File: config.mk
export PLATFORM = sky130hd
export DESIGN_NAME = merge_accumulator
export DESIGN_NICKNAME = d
export VERILOG_FILES = /design/src/rtl/merge_pkg.sv /design/src/rtl/merge_fifo.sv /design/src/rtl/merge_accumulator.sv
export SDC_FILE = /design/constraint.sdc
export NUM_CORES = 1
export LEC_CHECK = 0
export ABC_AREA = 1
export BUFFER_PORTS_ARGS = -buffer_cell sky130_fd_sc_hd__buf_2
export CAP_MARGIN = 25
export CORE_MARGIN = 5
export CORE_UTILIZATION = 40
export CTS_CLUSTER_DIAMETER = 80
export CTS_CLUSTER_SIZE = 8
export DETAILED_ROUTE_END_ITERATION = 16
export GPL_TIMING_DRIVEN = 0
export PLACE_DENSITY = 0.68
export SLEW_MARGIN = 20
export SYNTH_ARGS = -nofsm -noshare
export SYNTH_HDL_FRONTEND = slang
export SYNTH_SLANG_ARGS = --single-unit
File: constraint.sdc
create_clock -name clk -period 2.4 [get_ports clk]
set_input_delay 0.12 -clock clk [delete_from_list [all_inputs] [get_ports clk]]
set_output_delay 0.12 -clock clk [all_outputs]
set_load 0.01 [all_outputs]
File: src/rtl/merge_pkg.sv
// Shared constants for the merge accumulator: default width, saturation limits and counter width.
// Optional saturation is enabled with the MERGE_ACC_SAT_EN macro.
`ifndef DW
`define DW 16
`endif

package merge_pkg;
  localparam int DEF_DW    = `DW;
  localparam int ACC_CNT_W = 5;

  // Signed limits for the default width
  localparam logic [DEF_DW-1:0] SAT_MAX = {1'b0, {(DEF_DW-1){1'b1}}};
  localparam logic [DEF_DW-1:0] SAT_MIN = {1'b1, {(DEF_DW-1){1'b0}}};
endpackage

File: src/rtl/merge_fifo.sv
// Result buffer for merge_accumulator: flop-based FIFO with resettable storage,
// no push-to-pop bypass, and push+pop allowed while full.
module merge_fifo #(
  parameter int DW         = 16,
  parameter int FIFO_DEPTH = 4
) (
  input  logic          clk,
  input  logic          rst,
  input  logic          push,
  input  logic [DW-1:0] push_data,
  input  logic          pop,
  output logic [DW-1:0] pop_data,
  output logic          full,
  output logic          empty
);
  localparam int AW = $clog2(FIFO_DEPTH);

  logic [DW-1:0] mem_reg [FIFO_DEPTH];
  logic [AW:0]   wr_ptr_reg;
  logic [AW:0]   rd_ptr_reg;
  logic          do_push;
  logic          do_pop;

  // Extra pointer MSB distinguishes full from empty when the indices match
  assign empty = (wr_ptr_reg == rd_ptr_reg);
  assign full  = (wr_ptr_reg[AW] != rd_ptr_reg[AW]) &&
                 (wr_ptr_reg[AW-1:0] == rd_ptr_reg[AW-1:0]);

  assign do_pop  = pop && !empty;
  assign do_push = push && (!full || do_pop);

  assign pop_data = mem_reg[rd_ptr_reg[AW-1:0]];

  always_ff @(posedge clk or posedge rst) begin
    if (rst) begin
      wr_ptr_reg <= '0;
      rd_ptr_reg <= '0;
      for (int i = 0; i < FIFO_DEPTH; i++) mem_reg[i] <= '0;
    end else begin
      if (do_push) begin
        mem_reg[wr_ptr_reg[AW-1:0]] <= push_data;
        wr_ptr_reg <= wr_ptr_reg + 1'b1;
      end
      if (do_pop) rd_ptr_reg <= rd_ptr_reg + 1'b1;
    end
  end
endmodule

File: src/rtl/merge_accumulator.sv
// Sums MERGE_NUM signed partial sums per output word and buffers results in merge_fifo.
// Define MERGE_ACC_SAT_EN for saturating additions with a sticky ovf_o flag.
`ifndef DW
`define DW 16
`endif

module merge_accumulator
  import merge_pkg::*;
#(
  parameter int DW         = `DW,
  parameter int MERGE_NUM  = 4,
  parameter int FIFO_DEPTH = 4
) (
  input  logic                 clk,
  input  logic                 rst,
  input  logic [DW-1:0]        data_i,
  input  logic                 valid_i,
  output logic                 ready_o,
  output logic [DW-1:0]        data_o,
  output logic                 valid_o,
  input  logic                 ready_i,
  output logic [ACC_CNT_W-1:0] acc_cnt_o,
  output logic                 ovf_o
);
  localparam logic [ACC_CNT_W-1:0] LAST_CNT = ACC_CNT_W'(MERGE_NUM - 1);

  logic [DW-1:0]        acc_reg;
  logic [ACC_CNT_W-1:0] cnt_reg;
  logic [DW-1:0]        base;
  logic [DW-1:0]        sum;
  logic                 last_word;
  logic                 in_fire;
  logic                 push;
  logic                 pop;
  logic                 fifo_full;
  logic                 fifo_empty;

  assign last_word = (cnt_reg == LAST_CNT);
  assign pop       = valid_o && ready_i;
  // Stall only the group-closing word, and only if the buffer cannot drain this cycle
  assign ready_o   = !(last_word && fifo_full && !ready_i);
  assign in_fire   = valid_i && ready_o;
  assign push      = in_fire && last_word;
  assign base      = (cnt_reg == '0) ? '0 : acc_reg;
  assign acc_cnt_o = cnt_reg;
  assign valid_o   = !fifo_empty;

`ifdef MERGE_ACC_SAT_EN
  localparam logic [DW-1:0] SAT_HI = {1'b0, {(DW-1){1'b1}}};
  localparam logic [DW-1:0] SAT_LO = {1'b1, {(DW-1){1'b0}}};

  logic [DW:0] wide;
  logic        sat_pos;
  logic        sat_neg;
  logic        ovf_reg;

  assign wide    = {base[DW-1], base} + {data_i[DW-1], data_i};
  assign sat_pos = !wide[DW] && wide[DW-1];
  assign sat_neg = wide[DW] && !wide[DW-1];
  assign sum     = sat_pos ? SAT_HI : (sat_neg ? SAT_LO : wide[DW-1:0]);
  assign ovf_o   = ovf_reg;

  always_ff @(posedge clk or posedge rst) begin
    if (rst)                                  ovf_reg <= 1'b0;
    else if (in_fire && (sat_pos || sat_neg)) ovf_reg <= 1'b1;
  end
`else
  assign sum   = base + data_i;
  assign ovf_o = 1'b0;
`endif

  always_ff @(posedge clk or posedge rst) begin
    if (rst) begin
      acc_reg <= '0;
      cnt_reg <= '0;
    end else if (in_fire) begin
      if (last_word) begin
        cnt_reg <= '0;
      end else begin
        acc_reg <= sum;
        cnt_reg <= cnt_reg + 1'b1;
      end
    end
  end

  merge_fifo #(
    .DW         (DW),
    .FIFO_DEPTH (FIFO_DEPTH)
  ) u_fifo (
    .clk       (clk),
    .rst       (rst),
    .push      (push),
    .push_data (sum),
    .pop       (pop),
    .pop_data  (data_o),
    .full      (fifo_full),
    .empty     (fifo_empty)
  );
endmodule

== After elaboration in Yosys (flattened, before gate mapping) ==
Index checks and enable logic that the tools add are counted.

* Flip-flop bits (word level): 91
* Bits of input ports: 20
* Word-level logic and storage cells: 46

* Add/sub/neg operators: 4
* $lt $le $gt $ge: 3
* Equality and inequality tests: 4
* Muxes and demuxes: 8
* Bitwise operators: 3
* Reductions and logical operators: 16

{| class="wikitable"
|+ Operators with widths
! cell !! count
|-
| 64-bit bitwise mux || 1
|-
| 16-bit two-way mux || 4
|-
| 16-bit binary-select mux with 2-bit select || 1
|-
| 16-bit demux with 2-bit select || 1
|-
| 16-bit adder || 1
|-
| 1-bit logical AND || 9
|-
| 3-bit by 1-bit adder with 3-bit output (second input constant) || 2
|-
| 3-bit greater-or-equal comparator (second input constant) || 2
|-
| 2-bit NOT with 3-bit output || 2
|-
| 5-bit by 1-bit adder with 5-bit output (second input constant) || 1
|-
| 5-bit by 2-bit equality test with 1-bit output (second input constant) || 1
|-
| 5-bit logical NOT || 1
|-
| 5-bit two-way mux || 1
|-
| 1-bit logical NOT || 4
|-
| 3-bit equality test || 1
|-
| 3-bit by 1-bit less-than comparator with 1-bit output (second input constant) || 1
|-
| 2-bit equality test || 1
|-
| 2-bit AND reduction || 1
|-
| 1-bit logical OR || 1
|-
| 1-bit != test || 1
|-
| 1-bit NOT || 1
|}

== Depth between registers and ports, before layout ==
Gate-level depths: netlist (run 1).

* Word-level depth: 8
* Mapped depth: 18
* Gate-level depth less buffers: 17

== Cells and area by module ==
A second synthesis (run 1) with hierarchy kept.

* Cells, all modules: 749
* Area, all modules: 5,569.1 um2

{| class="wikitable"
|+ Modules (own cells, without submodules)
! module !! instances !! cells each !! area an instance (um2) !! seq. area each (um2)
|-
| merge_fifo || 1 || 427 || 3,493.4 || 1,751.7
|-
| merge_accumulator || 1 || 322 || 2,075.7 || 525.5
|}

== Least setup slack after synthesis (run 1) ==
No wires, ideal clock.

* Path kind: register to register
* Start point: register cnt_reg[0] (netlist: acc_cnt_o[0])
* End point: register acc_reg[14]
* Arrival time: 2,437 ps
* Data required time: 2,283 ps
* Slack: -154 ps
* Cell stages (with the launch flop): 19
* Path buffers: 1
* Clock period less this slack: 2,554 ps
* Cells stage by stage: dfrtp_1 inv_1 ha_1 nand3b_1 clkbuf_1 nand2_1 inv_1 ha_1 fa_1 nand2_1 nand2_1 nand3b_1 nand2_1 nand2_1 nand2_1 nand2_1 nand2_1 nand2_1 nand2_1

* Word-level cells in the longest chain between the ends: 6
* Elaborated cells on any way between the ends: 10

{| class="wikitable"
|+ Ends and longest elaborated chain
! what !! RTL line !! text
|-
| start: declaration || merge_accumulator.sv:28 || <nowiki>logic [ACC_CNT_W-1:0] cnt_reg;</nowiki>
|-
| start signal: assignment || merge_accumulator.sv:81 || <nowiki>cnt_reg <= cnt_reg + 1'b1;</nowiki>
|-
| parallel branches: the longest is 6 deep, another holds 16-bit adder || -- ||
|-
| end signal: assignment || merge_accumulator.sv:80 || <nowiki>acc_reg <= sum;</nowiki>
|-
| end: declaration || merge_accumulator.sv:27 || <nowiki>logic [DW-1:0] acc_reg;</nowiki>
|}

Several ways; the timed one is not identified.
A chain may end at the register's enable or synchronous reset.

== Worst setup path in the final report (run 1) ==
* Start point: register cnt_reg[1] (netlist: acc_cnt_o[1])
* End point: register acc_reg[10]

Same word-level chain as after synthesis.

==> results of run 1 <==
[layout by cell type, fill, tap and decap left out, types with 3 or more instances in the layout]
| cell type | instances |
|---|---|
| o22ai_1 | 16 |
| nand3_4 | 3 |
| ha_1 | 7 |
| ha_4 | 14 |
| nand3b_1 | 3 |
| nor2_4 | 6 |
| clkbuf_16 | 9 |
| inv_1 | 54 |
| nand2_4 | 16 |
| buf_2 | 44 |
| inv_4 | 4 |
| xor2_2 | 3 |
| buf_6 | 6 |
| xor2_4 | 3 |
| buf_12 | 3 |
| a21oi_1 | 6 |
| nand3_2 | 12 |
| nor2_2 | 4 |
| clkbuf_1 | 9 |
| a21oi_2 | 5 |
| inv_2 | 12 |
| buf_4 | 36 |
| xor2_1 | 6 |
| nor2_1 | 45 |
| nand2_1 | 280 |
| nand3_1 | 22 |
| nand2_2 | 34 |
| dfrtp_1 | 89 |
| o21ai_0 | 34 |
[layer usage]
| layer | track usage (%) | vias to the layer above | wire length, um |
|---|---|---|---|
| met1 | 27.68 | 2350 | 6678 |
| met2 | 32.23 | 134 | 7587 |
| li1 | - | 2413 | - |
| met4 | 8.556 | 0 | 341 |
| met3 | 2.725 | 30 | 828 |
| met5 | 0 | - | 0 |
[per-stage QoR]
stage	power, W	TNS, ns	setup WS [ns]	hold WS, ns	utilization [%]
2_1_floorplan	0.005827	-0.4792	-0.03681	0.2979	-
3_3_place_gp	0.007174	-25.71	-0.6175	0.4327	44.76
3_5_place_dp	0.007263	-26.60	-0.6432	0.2031	45.29
4_1_cts	0.009479	-2.065	-0.1280	0.07296	50.99
5_1_grt	0.01141	-11.35	-0.3327	0.1200	55.07
6_report	0.01059	-5.096	-0.2335	0.07815	55.07
[logic make-up after synthesis]
family / Yosys count / share of synthesized area [%]
AND/OR/NAND/NOR: 433 / 33.81
buffers and inverters: 92 / 7.805
flip-flops: 91 / 43.71
AO/OA/AOI/OAI: 64 / 6.580
adder cells (fa/ha/maj): 23 / 5.668
XOR/XNOR: 14 / 2.354
other: 1 / 0.07198
[final timing paths]
| path | from | endpoint | slack [ns] | cells past startpoint |
|---|---|---|---|---|
| worst max register to register | acc_cnt_o[1] | acc_reg[10] | -0.23 | 18 |
| worst min register to register | u_fifo.mem_reg[20] | u_fifo.mem_reg[20] | 0.47 | 2 |
| min in group asynchronous | rst | u_fifo.mem_reg[53] | 0.37 | 3 |
| worst max-delay path | acc_cnt_o[1] | acc_reg[10] | -0.23 | 18 |
| max in group asynchronous | rst | u_fifo.mem_reg[4] | 1.33 | 5 |
| worst min-delay path | ready_i | u_fifo.rd_ptr_reg[2] | 0.08 | 3 |
[power groups by stage]
| stage | registers, W | logic [W] | clock network (W) |
|---|---|---|---|
| floorplan | 0.00256 | 0.00327 | 0 |
| global placement | 0.00263 | 0.00455 | 0 |
| detailed placement | 0.00264 | 0.00462 | 0 |
| CTS | 0.00261 | 0.00525 | 0.00162 |
| global route | 0.00272 | 0.00701 | 0.00168 |
| finish | 0.00263 | 0.00634 | 0.00161 |
[cells in the mapped netlist, types with 3 or more instances]
| master | count | share of area (%) |
|---|---|---|
| nand3_1 | 36 | 3.5 |
| o21ai_0 | 34 | 3.3 |
| inv_1 | 65 | 4.7 |
| a21oi_1 | 13 | 1.2 |
| inv_4 | 4 | 0.48 |
| clkbuf_1 | 10 | 0.72 |
| o22ai_1 | 16 | 1.9 |
| buf_6 | 4 | 0.86 |
| nand3b_1 | 3 | 0.43 |
| nand2_1 | 330 | 24 |
| nor2_1 | 49 | 3.5 |
| xor2_1 | 12 | 2.0 |
| ha_1 | 22 | 5.3 |
| dfrtp_1 | 91 | 44 |
| nor2_4 | 4 | 0.86 |
| buf_4 | 5 | 0.72 |
[worst register-to-register path, delay by kind of cell (launching register included)]
| family | cells | cell delay (ns) |
|---|---|---|
| AND/OR/NAND/NOR | 12 | 1.07 |
| adder cells (fa/ha/maj) | 3 | 0.70 |
| flip-flops | 1 | 0.41 |
| buffers and inverters | 3 | 0.35 |
[final cells by class]
cell class / instances / area, sq um / area share, %
Timing Repair Buffer: 80 / 563.0 / 8.069
Sequential cell: 91 / 2280 / 32.67
Inverter: 71 / 280.3 / 4.017
Multi-Input combinational cell: 535 / 3166 / 45.36
Tap cell: 172 / 215.2 / 3.084
Clock inverter: 6 / 95.09 / 1.363
Clock buffer: 10 / 239.0 / 3.425
Buffer: 21 / 140.1 / 2.008
[timing repair]
| action | CTS | global route |
|---|---|---|
| endpoints found under the hold margin | 22 | 0 |
| setup buffers | 24 | 14 |
| setup endpoints to repair | 75 | 71 |
| resized for setup | 36 | 103 |
| pin swaps | 17 | 53 |
| gates cloned | 1 | 0 |
| hold buffers | 1 | 0 |
==> impl_metrics.json, run 1 <==
{
  "grt_pass1_wl_mm": 23.92,
  "switching_share_pct": 46.63,
  "vias_per_cell": 4.997,
  "placed_area_sq_um": 5739,
  "tightest_slew_ns": 0.6469,
  "required_ns": 2.64,
  "cts_made_buffers": 9,
  "async_flop_share_pct": 100.0,
  "final_cells": 986,
  "path_common_cell": "nand2_2",
  "fin_crit_sh_pct": 109.7,
  "syn_nets": 761,
  "crit_arrival_ns": 2.88,
  "start_kind": "flip-flop",
  "final_antenna_net_count": 0,
  "nets": 852,
  "clk_latency_ns": 0.35,
  "die_x_um": 124.1,
  "wl_per_cell_um": 15.65,
  "worstPathMaxFanout": 5,
  "die_area_sq_um": 15410,
  "start_util_pct": 41.12,
  "fillCellCount": 1183,
  "antenna_found_initial": 0,
  "drt_iter0_drc": 354,
  "routed_wl_mm": 15.44,
  "max_freq_ghz": 0.3797,
  "hpwl_mm": 9.867,
  "gp_congestion": 0.8403,
  "cts_buffer_depth": 2,
  "outcome": "finished with violations",
  "power_leakage_nw": 3.710,
  "synthCells": 718,
  "grt_pass1_vias": 4825,
  "cpLargestDelayFamily": "simple AND/OR/NAND/NOR gates",
  "irDropWorstVdd_uv": 869.2,
  "largest_reg_flops": 64,
  "avgSynthCellArea_sq_um": 7.256,
  "p_seq_share_pct": 24.9,
  "violations": "negative setup slack",
  "setup_violations": 45,
  "maxSlewViolCount": 0,
  "ys_seq_elements": 91,
  "path_cells": "inv_2 -> ha_4 -> nand3b_1 -> clkbuf_8 -> nand2_4 -> inv_2 -> ha_4 -> fa_2 -> nand2_2 -> nand2_1 -> nand3b_1 -> nand2_4 -> nand2_2 -> nand2_1 -> nand2_2 -> nand2_4 -> nand2_2 -> nand2_2",
  "maxCapViolations": 0,
  "hp-class": "in -> reg",
  "power_frac_comb_pct": 59.9,
  "setup_ws_ns": -0.2335,
  "drive_above_1_share_pct": 28.99,
  "cp_slowest_cell": "dfrtp_1",
  "ys.flop_type": "dfrtp_1",
  "ys_warn_count": 0,
  "synth_edf_count": 0,
  "n_antenna_cell": 0,
  "endpoint_kind": "flip-flop",
  "p_sw_w": 0.004936,
  "syn-cell-area_sq_um": 5210,
  "cts_tree": "done",
  "critPathBufInv": 3,
  "grt_overflow_total": 0,
  "area_delta_synth_final_pct": 33.93,
  "fin_worst_skew_ns": 0.008598,
  "synth_cell_types": 30,
  "hold_violations": 0,
  "rsz0062_at_grt": "yes",
  "htree_levels": 3,
  "clockPowerShare_pct": 15.2,
  "finalInstanceArea_sq_um": 6978,
  "power.internal_w": 0.005650,
  "core_area_sq_um": 12670,
  "dieHeight_um": 124.1,
  "path_class": "reg -> reg",
  "rows": 41,
  "grt_max_degree": 25,
  "placedCellCount": 935,
  "synth.yosys.seq_area_share_pct": 43.71,
  "cpPeakStageDelay_ns": 0.41,
  "cts.clk_slew.worst_paths_ns": 0.07,
  "p_per_area_nw_per_um2": 1517,
  "port-buffer-count": 42,
  "period_needed_ns": 2.634,
  "grt_usage_pct": 20.22,
  "vias": 4927,
  "ios": 44,
  "max_slew_margin_pct": 56.88,
  "drc": 0,
  "drt_pass1_iterations": 5,
  "clk_root_buffer_cell": "clkbuf_16",
  "clock_sinks": 91
}
(Power assumes the default switching activity.)
==> run 2: changes to the inputs <==
- BUFFER_PORTS_ARGS: -buffer_cell sky130_fd_sc_hd__buf_2 -> default
- CTS_BUF_LIST: default -> sky130_fd_sc_hd__clkbuf_8 sky130_fd_sc_hd__clkbuf_16
- DONT_BUFFER_PORTS: default -> 1
- PLACE_DENSITY: 0.68 -> 0.65
==> run 2 against run 1 <==
Net effect:
- the run still ends with negative setup slack left
- via count shrank 4.2%
- sequential share of layout area grew 1.4 points
- critical path depth is the same
- non-clock buffer count shrank 57
- clock power shrank 5%
- total power shrank 4.0%
- design area shrank 4.0%
- combinational power shrank 6.3%
- largest cell class unchanged
==> impl_metrics.json, run 2 (synthesis results as in run 1) <==
{
  "dieHeight_um": 124.1,
  "max_freq_ghz": 0.3865,
  "die_area_sq_um": 15410,
  "maxCapViolations": 0,
  "crit_arrival_ns": 2.82,
  "start_util_pct": 41.12,
  "antenna_found_initial": 0,
  "cp_slowest_cell": "dfrtp_2",
  "mostFrequentLayoutCell": "nand2_1",
  "drive_above_1_share_pct": 24.83,
  "reg2reg_depth": 18,
  "grt_usage_pct": 19.42,
  "power_leakage_nw": 3.479,
  "drt_iter0_drc": 300,
  "fin_worst_skew_ns": 0.006183,
  "hold_depth": 3,
  "grt_pass1_vias": 4613,
  "wl_per_cell_um": 15.91,
  "grt_overflow_total": 0,
  "period_needed_ns": 2.587,
  "holdPathEnd": "acc_reg[0]",
  "placed_area_sq_um": 5537,
  "htree_levels": 3,
  "critPathBufInv": 3,
  "final_antenna_net_count": 0,
  "drc": 0,
  "dp_slack_ns": -0.6788,
  "maxSlewViolCount": 0,
  "min_from": "data_i[0]",
  "violations": "negative setup slack",
  "cts_made_buffers": 9,
  "endpoint_kind": "flip-flop",
  "final_cell_mix": "278 x nand2_1, 88 x dfrtp_1, 50 x inv_1",
  "fin_crit_sh_pct": 107.8,
  "grt_max_degree": 32,
  "cts_tree": "done",
  "drt_pass1_iterations": 5,
  "outcome": "finished with violations",
  "path_cells": "inv_2 -> ha_4 -> nand3b_1 -> clkbuf_8 -> nand2_4 -> inv_2 -> ha_4 -> fa_2 -> nand2_4 -> nand2_2 -> nand3b_1 -> nand2_2 -> nand2_2 -> nand2_2 -> nand2_2 -> nand2_4 -> nand2_1 -> nand2_1",
  "clock_sinks": 91,
  "setup_violations": 48,
  "gp_congestion": 0.8718,
  "cpPeakStageDelay_ns": 0.45,
  "regToRegStartpoint": "acc_cnt_o[0]",
  "rows": 41,
  "n_antenna_cell": 0,
  "vias_per_cell": 5.081,
  "reg2reg_to": "acc_reg[14]",
  "clk_root_buffer_cell": "clkbuf_16",
  "required_ns": 2.63,
  "p_per_area_nw_per_um2": 1517,
  "hold_ws_ns": 0.05442,
  "hpwl_mm": 10.15,
  "r2r_slack_ns": -0.19,
  "setup_ws_ns": -0.1875,
  "cpLargestDelayFamily": "simple AND/OR/NAND/NOR gates",
  "tightest_slew_ns": 0.6280,
  "nets": 795,
  "cts_buffer_depth": 2,
  "hold_violations": 0,
  "hp-class": "in -> reg",
  "path_common_cell": "nand2_2",
  "finalInstanceArea_sq_um": 6699,
  "cts.clk_slew.worst_paths_ns": 0.07,
  "worstPathMaxFanout": 5,
  "start_kind": "flip-flop",
  "vias": 4720,
  "rsz0062_at_grt": "yes",
  "power_w": 0.01016,
  "grt_pass1_wl_mm": 23.18,
  "die_x_um": 124.1,
  "final_core_util_pct": 52.87,
  "ios": 44,
  "largest_reg_flops": 64,
  "path_class": "reg -> reg",
  "area_delta_synth_final_pct": 28.58,
  "irDropWorstVdd_uv": 864.1,
  "max_slew_margin_pct": 58.13,
  "core_area_sq_um": 12670,
  "routed_wl_mm": 14.78,
  "port-buffer-count": 0,
  "clk_latency_ns": 0.34
}
==> run 2: cell count changes in the layout (fill, tap and decap cells not counted), sizes merged <==
cell	change
clkinvlp	+2
dlygate4sd3	+1
buf	-58
inv	-2
==> run 2: how the worst max path moves through the flow <==
stage | from | endpoint | cells past startpoint
floorplan | acc_cnt_o[0] | acc_reg[14] | 18
global placement | acc_cnt_o[0] | u_fifo.mem_reg[8] | 14
detailed placement | acc_cnt_o[0] | u_fifo.mem_reg[56] | 14
CTS | acc_cnt_o[0] | u_fifo.mem_reg[46] | 18
global route | acc_cnt_o[0] | acc_reg[14] | 17
finish | acc_cnt_o[0] | acc_reg[14] | 18
==> run 2: stage by stage <==
stage	setup TNS, ns	std cells
finish	-4.394	929
global route	-13.38	929
CTS	-2.336	922
detailed placement	-29.46	893
global placement	-26.72	890
floorplan	-0.4792	718
==> run 2: what timing repair did <==
| item | 4_1_cts | 5_1_grt |
|---|---|---|
| buffers inserted | 10 | 9 |
| setup endpoints to repair | 75 | 70 |
| cloned | 1 | 0 |
| resized for setup | 52 | 100 |
| hold buffers | 2 | 0 |
| hold endpoints to repair | 21 | 0 |
| pin swaps | 16 | 45 |
==> run 2: tightest hold or removal path, stage by stage <==
cell and delay (ns):
ha_4 0.14, nand2_1 0.06, nand2_1 0.05
==> run 2: layer usage <==
metal  vias to the layer above  GRT usage [%]  routed length (um)
met2                       128          33.75                7530
met1                      2265          24.80                6226
met3                        19          3.270                 761
li1                       2308              -                   -
met5                         -              0                   0
met4                         0          5.818                 259
==> run 2: area by class of cell <==
| type | count | area, sq um |
|---|---|---|
| Fill cell | 1165 | 5972 |
| Multi-Input combinational cell | 535 | 3197 |
| Sequential cell | 91 | 2281 |
| Inverter | 71 | 280.3 |
| Timing Repair Buffer | 23 | 257.7 |
| Clock buffer | 10 | 239.0 |
| Tap cell | 172 | 215.2 |
| Buffer | 21 | 140.1 |
| Clock inverter | 6 | 88.84 |
==> run 2: where the power goes <==
part / internal [W] / switching (W)
Clock: 0.000940 / 0.000595
Sequential: 0.00221 / 0.000477
Combinational: 0.00220 / 0.00373
